**src/rtl/matrix_unloader_if.sv**
```systemverilog
// Handshake and data bundle between the matrix read-out block and its host/consumer.
// Latency: none; this is only a set of wires.
// Backpressure: out_ready from the consumer stalls the element stream.
interface matrix_unloader_if #(
  parameter int DATA_W = 4,
  parameter int N      = 2
);
  localparam int RW = (N > 1) ? $clog2(N) : 1;

  logic                      start;
  logic [N*N*DATA_W-1:0]     mat_in;
  logic                      out_ready;
  logic                      out_valid;
  logic [DATA_W-1:0]         out_data;
  logic [RW-1:0]             out_row;
  logic [RW-1:0]             out_col;
  logic                      out_last;
  logic                      busy;
  logic                      done;

  // Unloader side: takes the matrix and start, drives the element stream.
  modport master (
    input  start, mat_in, out_ready,
    output out_valid, out_data, out_row, out_col, out_last, busy, done
  );

  // Host/consumer side.
  modport slave (
    output start, mat_in, out_ready,
    input  out_valid, out_data, out_row, out_col, out_last, busy, done
  );
endinterface

```
**src/rtl/matrix_unloader.sv**
```systemverilog
// Snapshots an N x N matrix on start and streams it out row-major, one element per handshake.
// Latency: first element valid the cycle after start; done pulses the cycle after the last handshake.
// Backpressure: out_ready low freezes every out_* output and the element index indefinitely.
module matrix_unloader #(
  parameter int DATA_W = 4,
  parameter int N      = 2
) (
  input  logic               clk,
  input  logic               clear,
  matrix_unloader_if.master  bus
);

  localparam int NE = N * N;
  localparam int IW = (NE > 1) ? $clog2(NE) : 1;
  localparam int RW = (N > 1) ? $clog2(N) : 1;
  localparam int BW = NE * DATA_W;

  typedef enum logic [1:0] {
    IDLE = 2'd0,
    SEND = 2'd1,
    DONE = 2'd2
  } state_t;

  state_t            state_q, state_d;
  logic [IW-1:0]     idx_q, idx_d;
  logic [RW-1:0]     row_q, row_d;
  logic [RW-1:0]     col_q, col_d;
  logic [BW-1:0]     buf_q, buf_d;
  logic              valid_q, valid_d;
  logic [DATA_W-1:0] data_q, data_d;
  logic              last_q, last_d;
  logic              busy_q, busy_d;
  logic              done_q, done_d;

  logic              hs;
  logic [IW-1:0]     idx_inc;

  assign hs      = valid_q & bus.out_ready;
  assign idx_inc = idx_q + IW'(1);

  // Next-state and next-output logic; outputs are computed one cycle ahead so every port is a flop.
  always_comb begin
    state_d = state_q;
    idx_d   = idx_q;
    row_d   = row_q;
    col_d   = col_q;
    buf_d   = buf_q;
    valid_d = valid_q;
    data_d  = data_q;
    last_d  = last_q;
    busy_d  = busy_q;
    done_d  = 1'b0;

    case (state_q)
      IDLE: begin
        valid_d = 1'b0;
        busy_d  = 1'b0;
        if (bus.start) begin
          buf_d   = bus.mat_in;
          idx_d   = '0;
          row_d   = '0;
          col_d   = '0;
          data_d  = bus.mat_in[DATA_W-1:0];
          last_d  = (NE == 1);
          valid_d = 1'b1;
          busy_d  = 1'b1;
          state_d = SEND;
        end
      end

      SEND: begin
        if (hs) begin
          if (last_q) begin
            // Final element accepted: drop valid and clear the element fields.
            state_d = DONE;
            valid_d = 1'b0;
            data_d  = '0;
            row_d   = '0;
            col_d   = '0;
            last_d  = 1'b0;
            idx_d   = '0;
            done_d  = 1'b1;
            busy_d  = 1'b1;
          end else begin
            // Row/column tracked as counters so no divider is needed for idx / N.
            idx_d  = idx_inc;
            data_d = buf_q[int'(idx_inc) * DATA_W +: DATA_W];
            last_d = (idx_inc == IW'(NE - 1));
            if (col_q == RW'(N - 1)) begin
              col_d = '0;
              row_d = row_q + RW'(1);
            end else begin
              col_d = col_q + RW'(1);
            end
          end
        end
      end

      DONE: begin
        state_d = IDLE;
        busy_d  = 1'b0;
      end

      default: begin
        state_d = IDLE;
        valid_d = 1'b0;
        busy_d  = 1'b0;
      end
    endcase
  end

  // State, snapshot buffer and registered outputs; clear aborts any transfer immediately.
  always_ff @(posedge clk or posedge clear) begin
    if (clear) begin
      state_q <= IDLE;
      idx_q   <= '0;
      row_q   <= '0;
      col_q   <= '0;
      buf_q   <= '0;
      valid_q <= 1'b0;
      data_q  <= '0;
      last_q  <= 1'b0;
      busy_q  <= 1'b0;
      done_q  <= 1'b0;
    end else begin
      state_q <= state_d;
      idx_q   <= idx_d;
      row_q   <= row_d;
      col_q   <= col_d;
      buf_q   <= buf_d;
      valid_q <= valid_d;
      data_q  <= data_d;
      last_q  <= last_d;
      busy_q  <= busy_d;
      done_q  <= done_d;
    end
  end

  assign bus.out_valid = valid_q;
  assign bus.out_data  = data_q;
  assign bus.out_row   = row_q;
  assign bus.out_col   = col_q;
  assign bus.out_last  = last_q;
  assign bus.busy      = busy_q;
  assign bus.done      = done_q;

endmodule

```
**src/flat_wrapper.sv**
```systemverilog
// flat-port wrapper written by rule: the top's interface ports become plain ports
module matrix_unloader_flat 
#(
  parameter int DATA_W = 4,
  parameter int N      = 2
)
  (clk, clear, bus_start, bus_mat_in, bus_out_ready, bus_out_valid, bus_out_data, bus_out_row, bus_out_col, bus_out_last, bus_busy, bus_done);
  matrix_unloader_if #(.DATA_W(DATA_W), .N(N)) bus_i ();
  input  logic clk;
  input  logic clear;
  input wire logic [$bits(bus_i.start)-1:0] bus_start;
  input wire logic [$bits(bus_i.mat_in)-1:0] bus_mat_in;
  input wire logic [$bits(bus_i.out_ready)-1:0] bus_out_ready;
  output wire logic [$bits(bus_i.out_valid)-1:0] bus_out_valid;
  output wire logic [$bits(bus_i.out_data)-1:0] bus_out_data;
  output wire logic [$bits(bus_i.out_row)-1:0] bus_out_row;
  output wire logic [$bits(bus_i.out_col)-1:0] bus_out_col;
  output wire logic [$bits(bus_i.out_last)-1:0] bus_out_last;
  output wire logic [$bits(bus_i.busy)-1:0] bus_busy;
  output wire logic [$bits(bus_i.done)-1:0] bus_done;
  assign bus_i.start = bus_start;
  assign bus_i.mat_in = bus_mat_in;
  assign bus_i.out_ready = bus_out_ready;
  assign bus_out_valid = bus_i.out_valid;
  assign bus_out_data = bus_i.out_data;
  assign bus_out_row = bus_i.out_row;
  assign bus_out_col = bus_i.out_col;
  assign bus_out_last = bus_i.out_last;
  assign bus_busy = bus_i.busy;
  assign bus_done = bus_i.done;
  matrix_unloader #(.DATA_W(DATA_W), .N(N)) u_core (.clk(clk), .clear(clear), .bus(bus_i));
endmodule
```
**config.mk**
```make
export PLATFORM = sky130hd
export DESIGN_NAME = matrix_unloader_flat
export DESIGN_NICKNAME = d
export VERILOG_FILES = /design/src/rtl/matrix_unloader_if.sv /design/src/rtl/matrix_unloader.sv /design/src/flat_wrapper.sv
export SDC_FILE = /design/constraint.sdc
export NUM_CORES = 1
export LEC_CHECK = 0
export ABC_AREA = 1
export CAP_MARGIN = 30
export CORE_ASPECT_RATIO = 1.5
export CORE_MARGIN = 5
export CORE_UTILIZATION = 35
export DETAILED_ROUTE_END_ITERATION = 10
export PLACE_DENSITY = 0.59
export SYNTH_ARGS = -nofsm -noshare
export SYNTH_HDL_FRONTEND = slang
export SYNTH_SLANG_ARGS = --single-unit
```
**constraint.sdc**
```tcl
create_clock -name clk -period 1.82 [get_ports clk]
set_clock_uncertainty 0.2 [all_clocks]
set_input_delay 0.455 -clock clk [delete_from_list [all_inputs] [get_ports clk]]
set_output_delay 0.455 -clock clk [all_outputs]
set_load 0.05 [all_outputs]
```
==> flow_summary.toml, run 1 <==
[clock_tree]
post_cts_buffers = 0
cts-root-buf = "clkbuf_8"
clk_latency_ns = 0.28
clockBufferDepth = 2
ctsHoldBuffers = 0
cts_tree = "done"
numCtsBuffers = 5
clkTransAtPathRegs_ns = 0.06
cts_sinks = 30
cts.repair.resized = 0
htreeDepth = 2

[synthesis]
syn_area_per_cell_sq_um = 8.31
syn-num-nets = 196
mappedNetlistArea_sq_um = 1450
synth_top_area_share_pct = 51.6
seq_area_frac_synth_pct = 51.6
yosysTopAreaCell = "dfrtp_1"
synthTopCellsByArea = "dfrtp_1 (52%), nand2_1 (12%), inv_1 (6.7%), o21ai_1 (5.9%), nand3_1 (4.1%)"
synth.yosys.warnings = 0
synthDistinctLibCells = 22
synth-seq-cells = 30
synth_cells = 175

[timing]
setup_violations = 0
fin_ws_ns = 0.248
maxSlewHeadroom_pct = 83.3
fmax_mhz = 636
hold_slack_ns = 0.292
finalHoldViolCount = 0
period_needed_ns = 1.57
min_period_over_period_pct = 86.4
slew_violations = 0
rsz0062_at_grt = "false"
worst_slew_pin_slew_ns = 0.251

[global_route]
gr-total-overflow = 0
grt_max_degree = 31
track_usage_pct = 12.0
grt_antenna_before_repair = 0
use_met2_pct = 20.0
gr-usage-met3_pct = 4.03
grt_pass1_vias = 1184
top_usage_layer = "met2"
use_met1_pct = 13.5
grt_pass1_wl_mm = 5.13

[final_layout]
num-nets-final = 235
area_delta_synth_final_pct = 38.6
layout-drive-gt1-share_pct = 17.7
final_cell_mix = "nand2_1 (45), dfrtp_1 (30), inv_1 (26)"
final-seq-area_sq_um = 751
antennaDiodeCount = 0
fillers = 419
multi_input_area_sq_um = 531
final_util_pct = 50.4
final_common_cell = "nand2_1"

[detailed_routing]
vias_per_cell = 4.56
wl_per_cell_microns = 11.4
ant_nets = 0
remaining_drc_errors = 0
vias = 1186
drt_pass1_iterations = 4
wl_mm = 2.97
first_iter_violations = 27

[critical_path]
cp_top_family = "adder cells"
cp_slowest_cell = "ha_1"
cp_cell_sequence = "inv_1 -> ha_1 -> inv_1 -> nand3_1 -> nand2_1 -> nand2_1 -> a21oi_1"
crit_buf_inv = 2
reg2reg_depth = 7
worst-setup-path-type = "reg2reg"
critPathArrivalTime_ns = 1.57
cp-start-kind = "register"
rrSetupSlack_ns = 0.25
crit_path_end_kind = "register"
cp.required_ns = 1.82
worst-path-max-fanout = 5
cp_slowest_stage_delay_ns = 0.35
reg2reg_from = "u_core.idx_q[0]"
r2r-end = "u_core.bus.out_data[1]"

[floorplan]
coreArea_sq_um = 3990
dieArea_sq_um = 5570
dieHeight_microns = 88.9
start_util_pct = 36.4
io_pins = 30
rows = 28
die_x_microns = 62.6

[pwr]
p_clk_share_pct = 43.2
power_leakage_nw = 1.00
combPwrFrac_pct = 4.8
p_sw_uw = 271
power_frac_seq_pct = 52.0
swShare_pct = 21.1
ir_drop_mv = 0.507
finalPower_mw = 1.28
p_int_mw = 1.01
p_per_area_nw_per_um2 = 637

[placement]
dp_slack_ns = -0.0215
gp_congestion = 0.752
io_buffers = 29
dp_hpwl_mm = 2.28

[min_path]
hold_start = "u_core.buf_q[1]"
hold-path-endpoint = "u_core.buf_q[1]"
whs_path_depth = 2
hp-class = "reg2reg"

[outcome]
outcome = "finished, final reports clean"

[run]
maxCapViolations = 0
==> cells by family (layout without fill, tap and decap cells) <==
family	after synthesis	after routing	synth area share (%)
AND/OR/NAND/NOR	76	76	23.9
buffers and inverters	36	76	11.9
AO/OA/AOI/OAI	32	32	11.7
flip-flops	30	30	51.6
adder cells (fa/ha/maj)	1	1	0.860
==> how the worst max path moves through the flow <==
stage,from,cells past startpoint,end,slack [ns]
after floorplan,u_core.idx_q[0],9,u_core.bus.out_data[3],0.19
after global placement,bus_start,5,u_core.bus.busy,-0.02
after detailed placement,bus_start,5,u_core.bus.busy,-0.02
after CTS,u_core.idx_q[0],7,u_core.bus.out_data[1],0.23
after global routing,u_core.idx_q[0],7,u_core.bus.out_data[1],0.16
final,u_core.idx_q[0],7,u_core.bus.out_data[1],0.25
==> flip-flops by register name (all words and copies together), names as in the netlist <==
register,count
u_core.bus.out_last,1
u_core.bus.done,1
u_core.bus.out_row,1
u_core.buf_q,16
u_core.idx_q,2
u_core.state_q,2
u_core.bus.out_col,1
u_core.bus.busy,1
u_core.bus.out_valid,1
u_core.bus.out_data,4
==> power by group through the flow <==
stage / clock [mW] / sequential (mW) / combinational, mW
final: 0.554 / 0.667 / 0.0620
after global placement: 0 / 0.679 / 0.0638
after detailed placement: 0 / 0.679 / 0.0640
after floorplan: 0 / 0.679 / 0.0122
after CTS: 0.571 / 0.667 / 0.0642
after global routing: 0.604 / 0.666 / 0.0688
==> worst min-delay path, delay by kind of cell, from the launching register on <==
| family | cells | cell delay (ns) |
|---|---|---|
| and+or+nand+nor | 1 | 0.05 |
| DFF | 1 | 0.35 |
| AOI/OAI and AO/OA | 1 | 0.06 |
==> area by class of cell <==
| cell class | count | area share, % |
|---|---|---|
| Inverter | 30 | 5.71 |
| Timing Repair Buffer | 38 | 23.4 |
| Sequential cell | 30 | 37.3 |
| Clock buffer | 7 | 4.29 |
| Tap cell | 45 | 2.80 |
| Multi-Input combinational cell | 109 | 26.3 |
| Clock inverter | 1 | 0.248 |
==> metal layers <==
layer  part of all wire (%)  vias up
met5                      0        -
met4                    2.4        0
met3                    4.1        6
met2                     51       22
met1                     42      539
li1                       -      619
==> cell usage after synthesis (all sizes together) <==
cell / count
nand2: 48
nor2: 13
a21oi: 9
nand3: 13
inv: 30
o21ai: 22
or2: 2
buf: 6
dfrtp: 30
ha: 1
o21a: 1
==> per-stage QoR <==
step	cells	setup TNS (ns)	area [sq um]
3_3_place_gp	252	-0.0276	1920
4_1_cts	260	0	2010
3_5_place_dp	252	-0.0446	1920
6_report	260	0	2010
2_1_floorplan	175	0	1450
5_1_grt	260	0	2010
Note: power is estimated with default switching activity, not from simulation.
==> run 2: changes to the inputs <==
--- a/config.mk
+++ b/config.mk
@@ -9,9 +9,9 @@
 export CAP_MARGIN = 30
 export CORE_ASPECT_RATIO = 1.5
 export CORE_MARGIN = 5
-export CORE_UTILIZATION = 35
+export CORE_UTILIZATION = 40
 export DETAILED_ROUTE_END_ITERATION = 10
-export PLACE_DENSITY = 0.59
+export PLACE_DENSITY = 0.66
 export SYNTH_ARGS = -nofsm -noshare
 export SYNTH_HDL_FRONTEND = slang
 export SYNTH_SLANG_ARGS = --single-unit
==> run 2 against run 1 <==
- sequential power barely moved
- register-to-register slack got worse by 0.02 ns
- worst setup slack got worse by 0.022 ns
- via count did not move
- critical endpoint is now u_core.bus.out_data[2]
==> flow_summary.toml, run 2 (synthesis results as in run 1) <==
[clock_tree]
clkTransAtPathRegs_ns = 0.07
clk_latency_ns = 0.28
numCtsBuffers = 5
ctsHoldBuffers = 0
htreeDepth = 2
cts_tree = "done"
cts.repair.resized = 0
cts_sinks = 30
post_cts_buffers = 0
cts-root-buf = "clkbuf_8"
clockBufferDepth = 2

[detailed_routing]
ant_nets = 0
wl_per_cell_microns = 12.4
remaining_drc_errors = 0
drt_pass1_iterations = 4
first_iter_violations = 30
vias = 1186
vias_per_cell = 4.65
wl_mm = 3.17

[critical_path]
reg2reg_from = "u_core.idx_q[0]"
cp.required_ns = 1.82
reg2reg_depth = 7
worst-setup-path-type = "reg2reg"
rrSetupSlack_ns = 0.23
r2r-end = "u_core.bus.out_data[2]"
cp-startpoint = "u_core.idx_q[0]"
cp_cell_sequence = "inv_1 -> ha_1 -> inv_1 -> nand3_1 -> nand2_1 -> nand2_1 -> a21oi_1"
cp_slowest_cell = "ha_1"
cp-start-kind = "register"
crit_path_end_kind = "register"
critPathArrivalTime_ns = 1.60
worst-path-max-fanout = 5
endpoint = "u_core.bus.out_data[2]"
cp_slowest_stage_delay_ns = 0.35

[pwr]
ir_drop_mv = 0.494
p_per_area_nw_per_um2 = 639
power_leakage_nw = 0.991

[min_path]
hp-class = "reg2reg"

[global_route]
grt_pass1_vias = 1289
grt_pass1_wl_mm = 5.51
track_usage_pct = 14.6
gr-total-overflow = 0
grt_antenna_before_repair = 0
grt_max_degree = 31

[timing]
worst_slew_pin_slew_ns = 0.232
hold_slack_ns = 0.284
maxSlewHeadroom_pct = 84.5
period_needed_ns = 1.59
tns_ns = 0
setup_violations = 0
fin_ws_ns = 0.226
min_period_over_period_pct = 87.6
rsz0062_at_grt = "false"
fmax_mhz = 627
slew_violations = 0
finalHoldViolCount = 0

[final_layout]
final_common_cell = "nand2_1"
num-nets-final = 233
multi_input_area_sq_um = 531
top_register = "u_core.buf_q"
final_cell_mix = "nand2_1 (45), dfrtp_1 (30), inv_1 (26)"
antennaDiodeCount = 0
final_util_pct = 57.9
area_delta_synth_final_pct = 37.3
largest_register_ffs = 16
final-seq-area_sq_um = 751
fillers = 314
layout-drive-gt1-share_pct = 16.9

[placement]
gp_congestion = 0.783
dp_hpwl_mm = 2.44
dp_slack_ns = -0.0619
io_buffers = 29

[floorplan]
coreArea_sq_um = 3450
die_x_microns = 59.2
rows = 26
dieHeight_microns = 83.8
start_util_pct = 42.2
io_pins = 30
dieArea_sq_um = 4970

[outcome]
outcome = "finished, final reports clean"

[run]
maxCapViolations = 0
## run 2: changes by cell type in the layout (fill, tap and decap cells not counted), sizes merged
cell,before,now
buf,19,17
## run 2: metal layers
layer | wire (microns) | global-route usage [%] | share of wire [%] | up-vias
met2 | 1620 | 23.4 | 51 | 25
met4 | 43 | 6.80 | 1.4 | 0
met3 | 164 | 4.02 | 5.2 | 6
li1 | - | - | - | 618
met5 | 0 | 0 | 0 | -
met1 | 1340 | 17.5 | 42 | 537
## run 2: final cells by class
class	count	share of cell area, %
clock inverters	1	0.251
well taps	42	2.63
repair buffers	36	22.8
flip-flops and latches	30	37.6
inverters	30	5.77
multi-input cells	109	26.6
clock buffers	7	4.33
## run 2: worst min path at each step
stage,from,to,slack [ns],depth (start not counted)
6_report,u_core.buf_q[1],u_core.buf_q[1],0.28,2
5_1_grt,u_core.buf_q[2],u_core.buf_q[2],0.30,2
4_1_cts,u_core.buf_q[1],u_core.buf_q[1],0.29,2
3_5_place_dp,u_core.buf_q[1],u_core.buf_q[1],0.28,2
3_3_place_gp,u_core.buf_q[2],u_core.buf_q[2],0.27,2
2_1_floorplan,u_core.buf_q[0],u_core.buf_q[0],0.25,2
## run 2: critical path: cells and delay by family (launching register included)
kind / cells / cell delay, ns
AOI/OAI and AO/OA: 1 / 0.15
and+or+nand+nor: 3 / 0.25
adders and majority gates: 1 / 0.35
DFF: 1 / 0.34
buffers and inverters: 2 / 0.21
## run 2: metrics by stage
step | total power [mW] | cell area (sq um) | cells
finish | 1.28 | 2000 | 255
global route | 1.33 | 2000 | 255
CTS | 1.30 | 2000 | 255
detailed placement | 0.742 | 1900 | 247
global placement | 0.741 | 1900 | 247
floorplan | 0.691 | 1450 | 175
## run 2: power by group
part,total (mW),leakage (nW),internal [mW],switching [mW]
Clock,0.547,0.0482,0.304,0.243
Sequential,0.667,0.341,0.667,0
Combinational,0.0618,0.602,0.0404,0.0214
==> run 3: changes to the inputs <==
--- a/config.mk
+++ b/config.mk
@@ -9,9 +9,10 @@
 export CAP_MARGIN = 30
 export CORE_ASPECT_RATIO = 1.5
 export CORE_MARGIN = 5
-export CORE_UTILIZATION = 40
+export CORE_UTILIZATION = 48
 export DETAILED_ROUTE_END_ITERATION = 10
-export PLACE_DENSITY = 0.66
+export PLACE_DENSITY = 0.77
+export SKIP_CTS_REPAIR_TIMING = 1
 export SYNTH_ARGS = -nofsm -noshare
 export SYNTH_HDL_FRONTEND = slang
 export SYNTH_SLANG_ARGS = --single-unit
==> run 3 against run 2 <==
- critical endpoint is now u_core.bus.out_data[1]
- combinational power fell by 5.2%
- power is 0.41% higher
- critical path depth increased by 1
- highest routed layer unchanged
- sequential share of layout area decreased by 0.14 points
==> flow_summary.toml, run 3 (synthesis results as in run 1) <==
[critical_path]
reg2reg_from = "u_core.idx_q[0]"
cp.required_ns = 1.83
reg2reg_depth = 7
cp_slowest_cell = "clkdlybuf4s50_1"
rrSetupSlack_ns = 0.25
cp_cell_sequence = "clkdlybuf4s50_1 -> nand2_1 -> inv_1 -> nand2_4 -> nand2_2 -> buf_4 -> nor2_1 -> a21oi_1"
cp_top_family = "buffers and inverters"
worst-path-max-fanout = 4
worst-setup-path-type = "in2reg"
r2r-end = "u_core.bus.out_data[1]"
cp-start-kind = "input port"
cp_slowest_stage_delay_ns = 0.45
critPathArrivalTime_ns = 1.59
crit_buf_inv = 3
crit_path_end_kind = "register"

[timing]
min_period_over_period_pct = 86.9
slew_violations = 0
fmax_mhz = 632
worst_slew_pin_slew_ns = 0.371
hold_slack_ns = 0.297
setup_violations = 0
rsz0062_at_grt = "false"
period_needed_ns = 1.58
finalHoldViolCount = 0
maxSlewHeadroom_pct = 75.3

[global_route]
grt_pass1_wl_mm = 5.47
use_met1_pct = 19.6
grt_antenna_before_repair = 0
top_usage_layer = "met2"
use_met2_pct = 28.9
track_usage_pct = 17.4
gr-usage-met3_pct = 6.90
gr-total-overflow = 0
grt_max_degree = 31
grt_pass1_vias = 1264

[placement]
placement.cell_area_sq_um = 1910
gp_congestion = 0.797
io_buffers = 29
dp_hpwl_mm = 2.31

[clock_tree]
htreeDepth = 2
clk_latency_ns = 0.28
cts_sinks = 30
numCtsBuffers = 5
cts-root-buf = "clkbuf_8"
clockBufferDepth = 2
cts_tree = "done"
clkTransAtPathRegs_ns = 0.07

[min_path]
hold-path-endpoint = "u_core.buf_q[0]"
whs_path_depth = 2
hold_start = "u_core.buf_q[0]"
hp-class = "reg2reg"

[final_layout]
largest_register_ffs = 16
final_cell_mix = "nand2_1 (45), dfrtp_1 (30), inv_1 (26)"
final-seq-area_sq_um = 751
fillers = 237
final_common_cell = "nand2_1"
top_register = "u_core.buf_q"
layout-drive-gt1-share_pct = 17.8
final_util_pct = 68.8
antennaDiodeCount = 0
multi_input_area_sq_um = 531
num-nets-final = 234
area_delta_synth_final_pct = 37.8
final_area_sq_um = 2000

[pwr]
ir_drop_mv = 0.462
combPwrFrac_pct = 4.6
p_clk_share_pct = 43.4
power_frac_seq_pct = 52.0
p_per_area_nw_per_um2 = 640
swShare_pct = 21.4
power_leakage_nw = 0.991
p_int_mw = 1.01
p_sw_uw = 274

[floorplan]
dieArea_sq_um = 4250
start_util_pct = 49.9
dieHeight_microns = 77.4
die_x_microns = 54.9
rows = 24
coreArea_sq_um = 2910
io_pins = 30

[detailed_routing]
wl_per_cell_microns = 12.2
vias = 1214
remaining_drc_errors = 0
ant_nets = 0
drt_pass1_iterations = 4
vias_per_cell = 4.80
wl_mm = 3.09
first_iter_violations = 43

[run]
maxCapViolations = 0

[outcome]
outcome = "finished, final reports clean"
[run 3: area by class of cell]
type	instances	share of cell area, %
flip-flops and latches	30	37.5
repair buffers	37	23.1
clock buffers	6	4.12
clock inverters	2	0.625
multi-input cells	109	26.5
well taps	39	2.44
inverters	30	5.75
[run 3: worst min-delay path: cells and delay by family (launching register included)]
| family | cells | cell delay (ns) |
|---|---|---|
| simple gates | 1 | 0.06 |
| flops | 1 | 0.35 |
| compound gates | 1 | 0.06 |
[run 3: stage by stage]
| step | setup slack, ns | std cells | power [mW] | setup TNS [ns] |
|---|---|---|---|---|
| final | 0.238 | 253 | 1.28 | 0 |
| after floorplan | 0.187 | 175 | 0.691 | 0 |
| after global placement | -0.0166 | 245 | 0.737 | -0.0218 |
| after CTS | 0.238 | 253 | 1.29 | 0 |
| after global routing | 0.123 | 253 | 1.33 | 0 |
| after detailed placement | -0.0510 | 245 | 0.739 | -0.221 |
[run 3: metal layers]
layer,routed length [microns],up-vias
li1,-,617
met1,1270,560
met2,1600,30
met3,163,7
met4,50,0
met5,0,-
[run 3: how the worst max path moves through the flow]
stage	from	end	slack [ns]	cells after the start
final	bus_out_ready	u_core.bus.out_data[1]	0.24	8
after global routing	u_core.idx_q[0]	u_core.bus.out_data[1]	0.12	7
after CTS	u_core.bus.out_last	bus_out_last	0.24	1
after detailed placement	bus_out_ready	u_core.bus.out_data[2]	-0.05	7
after global placement	bus_out_ready	u_core.bus.out_last	-0.02	8
after floorplan	u_core.idx_q[0]	u_core.bus.out_data[3]	0.19	9
[run 3: power groups by stage]
stage | sequential (mW) | combinational (mW) | clock [mW]
final | 0.667 | 0.0586 | 0.556
after global routing | 0.666 | 0.0645 | 0.600
after CTS | 0.667 | 0.0600 | 0.568
after detailed placement | 0.679 | 0.0596 | 0
after global placement | 0.679 | 0.0582 | 0
after floorplan | 0.679 | 0.0122 | 0
